--- src/rtl/fpu_sched_pkg.sv ---
// fpu_sched_pkg: FSM state encoding and packed FPU command layout shared by the issue scheduler.
package fpu_sched_pkg;
    localparam int CMD_W = 151;
    typedef enum logic [1:0] {
        S_IDLE  = 2'd0,
        S_ISSUE = 2'd1,
        S_WAIT  = 2'd2,
        S_RESP  = 2'd3
    } state_t;
    localparam int OFF_SFPU_OP       = 0;
    localparam int OFF_FPU_RND       = 24;
    localparam int OFF_FPU_PRE       = 27;
    localparam int OFF_FLOAT_CONTROL = 30;
    localparam int OFF_FPU_SEL       = 34;
    localparam int OFF_RS1_EN        = 37;
    localparam int OFF_RS2_EN        = 38;
    localparam int OFF_FS1           = 39;
    localparam int OFF_FS2           = 55;
    localparam int OFF_FS3           = 71;
    localparam int OFF_RS1           = 87;
    localparam int OFF_RS2           = 119;
    // Field order is MSB first, so sfpu_op lands at bit 0 and rs2 at the top.
    typedef struct packed {
        logic [31:0] rs2;
        logic [31:0] rs1;
        logic [15:0] fs3;
        logic [15:0] fs2;
        logic [15:0] fs1;
        logic        rs2_en;
        logic        rs1_en;
        logic [2:0]  fpu_sel;
        logic [3:0]  float_control;
        logic [2:0]  fpu_pre;
        logic [2:0]  fpu_rnd;
        logic [23:0] sfpu_op;
    } fpu_cmd_t;
endpackage

--- src/rtl/fpu_rr_arb2.sv ---
// fpu_rr_arb2: two-way round-robin arbiter; the requester that did not win last time has priority.
module fpu_rr_arb2 (
    input  logic [1:0] i_req,
    input  logic       i_last,
    output logic [1:0] o_grant
);
    assign o_grant[0] = i_req[0] & (i_last | ~i_req[1]);
    assign o_grant[1] = i_req[1] & (~i_last | ~i_req[0]);
endmodule

--- src/rtl/fpu_issue_sched.sv ---
// fpu_issue_sched: issues one command at a time from two requesters onto a shared FPU and returns its result.
// Defining FPU_SCHED_TIMEOUT_EN adds a WAIT-state watchdog that answers with rsp_err after TIMEOUT_CYC cycles.
module fpu_issue_sched
    import fpu_sched_pkg::*;
#(
    parameter int CMD_W       = fpu_sched_pkg::CMD_W,
    parameter int CNT_W       = 8,
    parameter int TIMEOUT_CYC = 64
) (
    input  logic               clk,
    input  logic               rst_l,
    input  logic [1:0]         req_valid,
    output logic [1:0]         req_ready,
    input  logic [2*CMD_W-1:0] req_cmd,
    output logic               fpu_valid_execution,
    output logic [CMD_W-1:0]   fpu_cmd,
    input  logic               fpu_complete,
    input  logic               fpu_complete_rd,
    input  logic [15:0]        fpu_result_1,
    input  logic [31:0]        fpu_result_rd,
    input  logic [4:0]         fpu_sflags,
    input  logic               fpu_iv,
    output logic               rsp_valid,
    input  logic               rsp_ready,
    output logic               rsp_id,
    output logic [31:0]        rsp_result,
    output logic               rsp_is_int,
    output logic [4:0]         rsp_flags,
    output logic               rsp_iv,
    output logic               rsp_err,
    output logic [CNT_W-1:0]   busy_cnt
);
    state_t             r_state;
    logic               r_last;
    logic               r_valid_ex;
    logic [CMD_W-1:0]   r_fpu_cmd;
    logic               r_rsp_valid;
    logic               r_rsp_id;
    logic [31:0]        r_rsp_result;
    logic               r_rsp_is_int;
    logic [4:0]         r_rsp_flags;
    logic               r_rsp_iv;
    logic [CNT_W-1:0]   r_busy;
    logic [1:0]         w_grant;
    logic               w_gid;
    logic [CMD_W-1:0]   w_cmd;
    logic               w_done;
    logic               w_cap;
    logic               w_timeout;

    fpu_rr_arb2 u_arb (
        .i_req   (req_valid),
        .i_last  (r_last),
        .o_grant (w_grant)
    );

    assign w_gid     = w_grant[1];
    assign w_cmd     = w_gid ? req_cmd[2*CMD_W-1:CMD_W] : req_cmd[CMD_W-1:0];
    assign w_done    = fpu_complete | fpu_complete_rd;
    assign w_cap     = (r_state == S_ISSUE || r_state == S_WAIT) && w_done;
    assign req_ready = (r_state == S_IDLE) ? w_grant : 2'b00;

    assign fpu_valid_execution = r_valid_ex;
    assign fpu_cmd             = r_fpu_cmd;
    assign rsp_valid           = r_rsp_valid;
    assign rsp_id              = r_rsp_id;
    assign rsp_result          = r_rsp_result;
    assign rsp_is_int          = r_rsp_is_int;
    assign rsp_flags           = r_rsp_flags;
    assign rsp_iv              = r_rsp_iv;
    assign busy_cnt            = r_busy;

`ifdef FPU_SCHED_TIMEOUT_EN
    localparam int WD_W = $clog2(TIMEOUT_CYC + 1);
    localparam logic [WD_W-1:0] WD_LAST = WD_W'(TIMEOUT_CYC - 1);
    logic [WD_W-1:0] r_wd;
    logic            r_rsp_err;
    // A completion landing on the final watchdog cycle still wins.
    assign w_timeout = (r_state == S_WAIT) && !w_done && (r_wd == WD_LAST);
    assign rsp_err   = r_rsp_err;
`else
    assign w_timeout = 1'b0;
    assign rsp_err   = 1'b0;
`endif

    always_ff @(posedge clk) begin
        if (rst_l) begin
            r_state      <= S_IDLE;
            r_last       <= 1'b1;
            r_valid_ex   <= 1'b0;
            r_fpu_cmd    <= '0;
            r_rsp_valid  <= 1'b0;
            r_rsp_id     <= 1'b0;
            r_rsp_result <= '0;
            r_rsp_is_int <= 1'b0;
            r_rsp_flags  <= '0;
            r_rsp_iv     <= 1'b0;
            r_busy       <= '0;
`ifdef FPU_SCHED_TIMEOUT_EN
            r_wd         <= '0;
            r_rsp_err    <= 1'b0;
`endif
        end else begin
            r_valid_ex <= 1'b0;
            case (r_state)
                S_IDLE: if (|req_valid) begin
                    r_fpu_cmd  <= w_cmd;
                    r_rsp_id   <= w_gid;
                    r_last     <= w_gid;
                    r_valid_ex <= 1'b1;
                    r_state    <= S_ISSUE;
                end
                S_ISSUE: begin
                    r_busy  <= '0;
                    r_state <= w_done ? S_RESP : S_WAIT;
                end
                S_WAIT: begin
                    r_busy <= (&r_busy) ? r_busy : r_busy + 1'b1;
                    if (w_done || w_timeout) r_state <= S_RESP;
                end
                S_RESP: if (rsp_ready) begin
                    r_rsp_valid <= 1'b0;
                    r_state     <= S_IDLE;
                end
            endcase
            // Integer completion takes priority when both completions fire together.
            if (w_cap) begin
                r_rsp_valid  <= 1'b1;
                r_rsp_result <= fpu_complete_rd ? fpu_result_rd : {16'h0, fpu_result_1};
                r_rsp_is_int <= fpu_complete_rd;
                r_rsp_flags  <= fpu_sflags;
                r_rsp_iv     <= fpu_iv;
            end
`ifdef FPU_SCHED_TIMEOUT_EN
            r_wd <= (r_state == S_WAIT) ? r_wd + 1'b1 : '0;
            if (w_cap) begin
                r_rsp_err <= 1'b0;
            end else if (w_timeout) begin
                r_rsp_valid  <= 1'b1;
                r_rsp_err    <= 1'b1;
                r_rsp_result <= '0;
                r_rsp_is_int <= 1'b0;
                r_rsp_flags  <= '0;
                r_rsp_iv     <= 1'b0;
            end
`endif
        end
    end
endmodule

--- config.mk ---
export PLATFORM = sky130hd
export DESIGN_NAME = fpu_issue_sched
export DESIGN_NICKNAME = d
export VERILOG_FILES = /design/src/rtl/fpu_sched_pkg.sv /design/src/rtl/fpu_rr_arb2.sv /design/src/rtl/fpu_issue_sched.sv
export SDC_FILE = /design/constraint.sdc
export NUM_CORES = 1
export LEC_CHECK = 0
export ABC_CLOCK_PERIOD_IN_PS = 2250
export BUFFER_PORTS_ARGS = -buffer_cell sky130_fd_sc_hd__buf_2
export CAP_MARGIN = 20
export CORE_AREA = 2 2 222 224
export DETAILED_ROUTE_END_ITERATION = 10
export DIE_AREA = 0 0 224 226
export PLACE_DENSITY = 0.51
export SLEW_MARGIN = 10
export SYNTH_ARGS = -nofsm -noshare
export SYNTH_HDL_FRONTEND = slang
export SYNTH_SLANG_ARGS = --single-unit
export TNS_END_PERCENT = 20
--- constraint.sdc ---
create_clock -name clk -period 2.25 [get_ports clk]
set_input_delay 0.3375 -clock clk [delete_from_list [all_inputs] [get_ports clk]]
set_output_delay 0.3375 -clock clk [all_outputs]
set_load 0.005 [all_outputs]
# [Yosys cells after proc, flatten, opt, wreduce, memory -nomap -nowiden]
# Cells that the tools add are included.
[word_totals] elab_cells=55 inputBits=363 register_bits=204 output_inout_bits=204
[classes] addsub=1 n_bitwise=9 n_mux=14 eq_ne=7 reduce_logical=13
[ops] operator="$mux W151" n=1
[ops] operator="$mux W32" n=1
[ops] operator="$pmux W8 S2" n=1
[ops] operator="$add A8 B1 Y8 const B" n=1
[ops] operator="$mux W2" n=4
[ops] operator="$mux W8" n=1
[ops] operator="$pmux W2 S4" n=1
[ops] operator="$reduce_and A8 Y1" n=1
[ops] operator="$ne A2 B2 Y1 const B" n=3
[ops] operator="$reduce_and A2 Y1" n=3
[ops] operator="$reduce_bool A2 Y1" n=3
[ops] operator="$mux W1" n=5
[ops] operator="$eq A2 B2 Y1 const B" n=2
[ops] operator="$not A1 Y1" n=4
[ops] operator="$reduce_or A2 Y1" n=2
[ops] operator="$or A1 B1 Y1" n=3
[ops] operator="$reduce_and A3 Y1" n=1
[ops] operator="$and A1 B1 Y1" n=2
[ops] operator="$eq A2 B1 Y1 const B" n=1
[ops] operator="$logic_not A2 Y1" n=1
[ops] operator="$ne A2 B1 Y1 const B" n=1
[ops] operator="$logic_and A1 B1 Y1" n=1
[ops] operator="$logic_or A1 B1 Y1" n=1

# [Depth between registers and ports, before layout]
[logic_depth] word_depth=5 ltp_mapped=8 ltp_nobuf=6

# [Modules after synthesis]
# A second synthesis with hierarchy kept.
[hier_totals] hier_cells=947 hier_area_um2=8891.0
[modules_own_cells] mod="fpu_issue_sched" seq_area_each_um2=4083.9 n_inst=1 area_per_inst_um2=8872.3 cells_per_inst=944
[modules_own_cells] mod="fpu_rr_arb2" seq_area_each_um2=0.0 n_inst=1 area_per_inst_um2=18.8 cells_per_inst=3

# [Least setup slack after synthesis]
# Ideal clock, no wire load.
[synth_timing] path_kind="reg-to-reg" from="register r_state[0]" to="register r_rsp_flags[2] (netlist: rsp_flags[2])" path_buffers=2 arrival_ps=1625 required_ps=2180 setup_slack_ps=554 synth_period_minus_slack_ps=1696 stages_incl_launch_ff=8 setup_time_ps=70 cell_sequence="dfxtp_1 inv_1 ha_1 clkbuf_1 o21ai_1 clkbuf_1 nand2_1 a21oi_1"
[synth_between] elab_chain_cells=3 word_cells_on_any_way=4 cone_classes="eq/ne (2); reduce/logical (2)"
[synth_rtl] item="from (decl)" line="fpu_issue_sched.sv:33" source="state_t r_state;"
[synth_rtl] item="from (signal assigned)" line="fpu_issue_sched.sv:115" source="r_state <= w_done ? S_RESP : S_WAIT;"
[synth_rtl] item="$eq A2 B1 Y1 / $eq A2 B2 Y1 (equally long branches)" line="fpu_issue_sched.sv:60" source="assign w_cap = (r_state == S_ISSUE || r_state == S_WAIT) && w_done;"
[synth_rtl] item="$logic_or A1 B1 Y1 (*)" line="fpu_issue_sched.sv:60"
[synth_rtl] item="$logic_and A1 B1 Y1 (*)" line="fpu_issue_sched.sv:60"
[synth_rtl] item="to (signal assigned)" line="fpu_issue_sched.sv:131" source="r_rsp_flags <= fpu_sflags;"
[synth_rtl] item="to (decl)" line="fpu_issue_sched.sv:41" source="logic [4:0] r_rsp_flags;"
# Every way passes the cells marked *; elsewhere a longest branch is shown, timed or not.
# A chain may end at the register's enable or synchronous reset.

# [Worst setup path in the final report]
[layout_timing] from="register r_state[0]" to="output port req_ready[1]"
[layout_between] elab_chain_cells=2
[layout_rtl] item="$logic_not A2 Y1" line="fpu_issue_sched.sv:61" source="assign req_ready = (r_state == S_IDLE) ? w_grant : 2'b00;"
[layout_rtl] item="$mux W2" line="fpu_issue_sched.sv:61"
[layout_rtl] item="to (decl)" line="fpu_issue_sched.sv:13" source="output logic [1:0] req_ready,"
# No other way between the ends.

==> reports/metrics.yaml <==
outcome:
  outcome: "finished, final reports clean"
die:
  floorplan.initialDensity: 0.1856
  num_rows: 81
  core_region_area_sq_um: 48340
  io_pins: 567
  die_w_um: 224
  die_height_um: 226
  dieArea_sq_um: 50620
sta:
  setup_total_negative_slack_ps: 0
  skew_ps: 9.284
  hold_viol_final: 0
  final_min_period_over_clock_period: 0.8910
  worstMarginPinSlew_ps: 1042
  finalSetupViolCount: 0
  period_minus_slack_ps: 2005
  rsz0062_at_grt: "false"
  maxClockFrequency_mhz: 498.8
  slew_violations: 0
  slew_headroom: 0.3054
logic_synthesis:
  synth_edf_count: 0
  syn_avg_cell_area_sq_um: 9.545
  synth.area.top_cells: "sky130_fd_sc_hd__dfxtp_1, sky130_fd_sc_hd__mux2i_1, sky130_fd_sc_hd__a211oi_1"
  synthArstFlopShare: 0
  ys_top_cells_by_count: "sky130_fd_sc_hd__dfxtp_1, sky130_fd_sc_hd__nor2_1, sky130_fd_sc_hd__a211oi_1, sky130_fd_sc_hd__mux2i_1, sky130_fd_sc_hd__clkbuf_1"
  yosysTopAreaCell: "sky130_fd_sc_hd__dfxtp_1"
  ys_dominant_reg_cell: "sky130_fd_sc_hd__dfxtp_1"
  yosysSeqAreaShare: 0.4552
  postSynthRegisterBits: 204
  synth_top_cell_area_share: 0.4552
  ys.warnings.count: 0
  mappedNetlistArea_sq_um: 8972
  mappedNetlistNets: 1310
  synth.most_common_cell: "sky130_fd_sc_hd__dfxtp_1"
  post_synth_inst_count: 940
  yosysUniqueCellTypes: 36
critical_path:
  path_class: "reg -> out"
  cpPeakStageDelay_ps: 330
  critPathMaxFanout: 5
  cp_arrival_ps: 1670
  launching_element_type_of_the_critical_path: "flip-flop"
  crit_path_cell_trace: "inv_1, ha_1, and2_1, buf_2"
  path_buf_inv: 2
  timing.critical_path.slowest_stage_cell: "sky130_fd_sc_hd__dfxtp_1"
  worstSetupEndpointType: "output port"
  worst-endpoint-required_ps: 1910
  critPathTopFamily: "flip-flops"
global_routing:
  grt_antenna_before_repair: 2
  overflow_left_after_global_routing: 0
  first_global_vias: 8523
  tot_gr_track_use: 0.1134
  grt_first_pass_wirelength_um: 45770
  pin_count_of_the_biggest_net_entering_global_routing: 61
placement:
  io_buffers: 565
  place.gp.congestion: 0.8432
  dp_hpwl_um: 24690
cells_and_area:
  num_antenna_cells: 0
  final_core_utilization: 0.2755
  fillers: 5247
  multi_input_logic_area_sq_um: 4347
  design.final.nets: 1866
  flow.area_growth_from_synthesis_pct: 48.43
  seqCellArea_sq_um: 4084
  post_route_cells_drive_above_1_share: 0.4372
drt:
  met2_length_um: 15470
  routed_wire_length_um: 31490
  vias: 8891
  ant_nets: 0
  route.detailed.wl_per_inst_um: 14.76
  route.met3.wl_um: 2619
  route.detailed.drc: 0
  route.layer.met1.wl_um: 12920
  via_per_inst: 4.166
  highest_layer: "met5"
  drtIter0Drc: 243
  drt-pass1-iter-count: 4
clocking:
  clkLatencyLatePin_ps: 530
  cts.hold.buffers_added: 0
  clock_tree.buffer_depth: 3
  ctsRootBufferMaster: "sky130_fd_sc_hd__clkbuf_16"
  clock_sinks: 204
  tritoncts: "done"
  clkTransAtPathRegs_ps: 60
  cts_htree_levels: 1
  numCtsBuffers: 24
power:
  power_per_cell_area_nw_per_um2: 1173
  static-leakage-power_uw: 0.006296
  power.ir.vdd_worst_mv: 0.6593
min_path:
  worst_hold_class: "in -> reg"
flow_run:
  max_cap_violations: 0
metal layers:
metal,global-route usage,vias up
met5,0,-
li1,-,4504
met3,0.03175,32
met4,0.02989,2
met1,0.1298,3984
met2,0.2062,369
report_power, final:
part / switching, uW / internal (uW) / leakage [uW]
Clock: 1530 / 2190 / 0.000375
Combinational: 3550 / 2850 / 0.00423
Sequential: 640 / 4870 / 0.00169
kinds of logic (layout without fill, tap and decap cells):
group | Yosys count | in the layout | share of synthesized area
simple gates | 244 | 244 | 0.1106
other cells | 1 | 1 | 0.0004180
compound gates | 219 | 219 | 0.1735
buf+inv | 97 | 669 | 0.06317
flops | 204 | 204 | 0.4552
mux | 168 | 168 | 0.1874
fa+ha+maj | 7 | 7 | 0.009761
repair_timing:
| item | in CTS | in global routing |
|---|---|---|
| resized for setup | 0 | 0 |
| setup endpoints to repair | 0 | 1 |
| buffers inserted | 0 | 2 |
worst register-to-register path, delay by kind of cell, from the launching register on:
kind,cells,cell delay (ps)
buffers and inverters,3,730
DFF,1,330
and+or+nand+nor,2,300
adders and majority gates,1,270
AOI/OAI and AO/OA,1,210
sequential cells by signal, indices dropped and copies added (netlist names), 2 cells and up:
| name | count |
|---|---|
| fpu_cmd | 151 |
| rsp_result | 32 |
| busy_cnt | 8 |
| rsp_flags | 5 |
| r_state | 2 |
cells in the final DEF, fill, tap and decap left out, drive strengths merged, types with 2 or more instances in the layout:
master / instances
nand3: 19
ha: 7
o32ai: 4
nand4: 2
inv: 9
o21ai: 6
dfxtp: 204
or3: 5
a211oi: 168
clkbuf: 37
nor2: 173
mux2i: 168
clkinv: 6
buf: 617
nor2b: 3
a21oi: 34
nand2: 38
per-stage QoR:
stage / power (uW) / hold WS, ps / cells / area (sq um) / setup slack (ps)
floorplan: 9269 / 448.3 / 940 / 8972 / 554.3
global placement: 11900 / 437.0 / 2089 / 12530 / 457.5
detailed placement: 12050 / 444.9 / 2089 / 12530 / 341.8
CTS: 15870 / 10.48 / 2131 / 13280 / 66.87
global route: 16850 / 35.58 / 2134 / 13320 / 60.07
finish: 15620 / 49.17 / 2134 / 13320 / 245.2
area by class of cell:
type	count	share of cell area
well taps	622	0.05844
clock inverters	6	0.002537
clock buffers	36	0.05383
inverters	9	0.002537
multi-input cells	639	0.3264
flip-flops and latches	204	0.3067
repair buffers	618	0.2496
worst paths after layout:
path | slack [ps] | startpoint | to | depth (start not counted)
worst min register to register | 450 | rsp_result[30]$_SDFFE_PP0P_ | rsp_result[30]$_SDFFE_PP0P_ | 2
worst min-delay path | 50 | fpu_sflags[1] | rsp_flags[1]$_SDFFE_PP0P_ | 3
worst max register to register | 310 | r_state[0]$_SDFFE_PP0P_ | fpu_cmd[35]$_SDFFE_PP0P_ | 7
worst max-delay path | 250 | r_state[0]$_SDFFE_PP0P_ | req_ready[1] | 4
(Power assumes the default switching activity.)
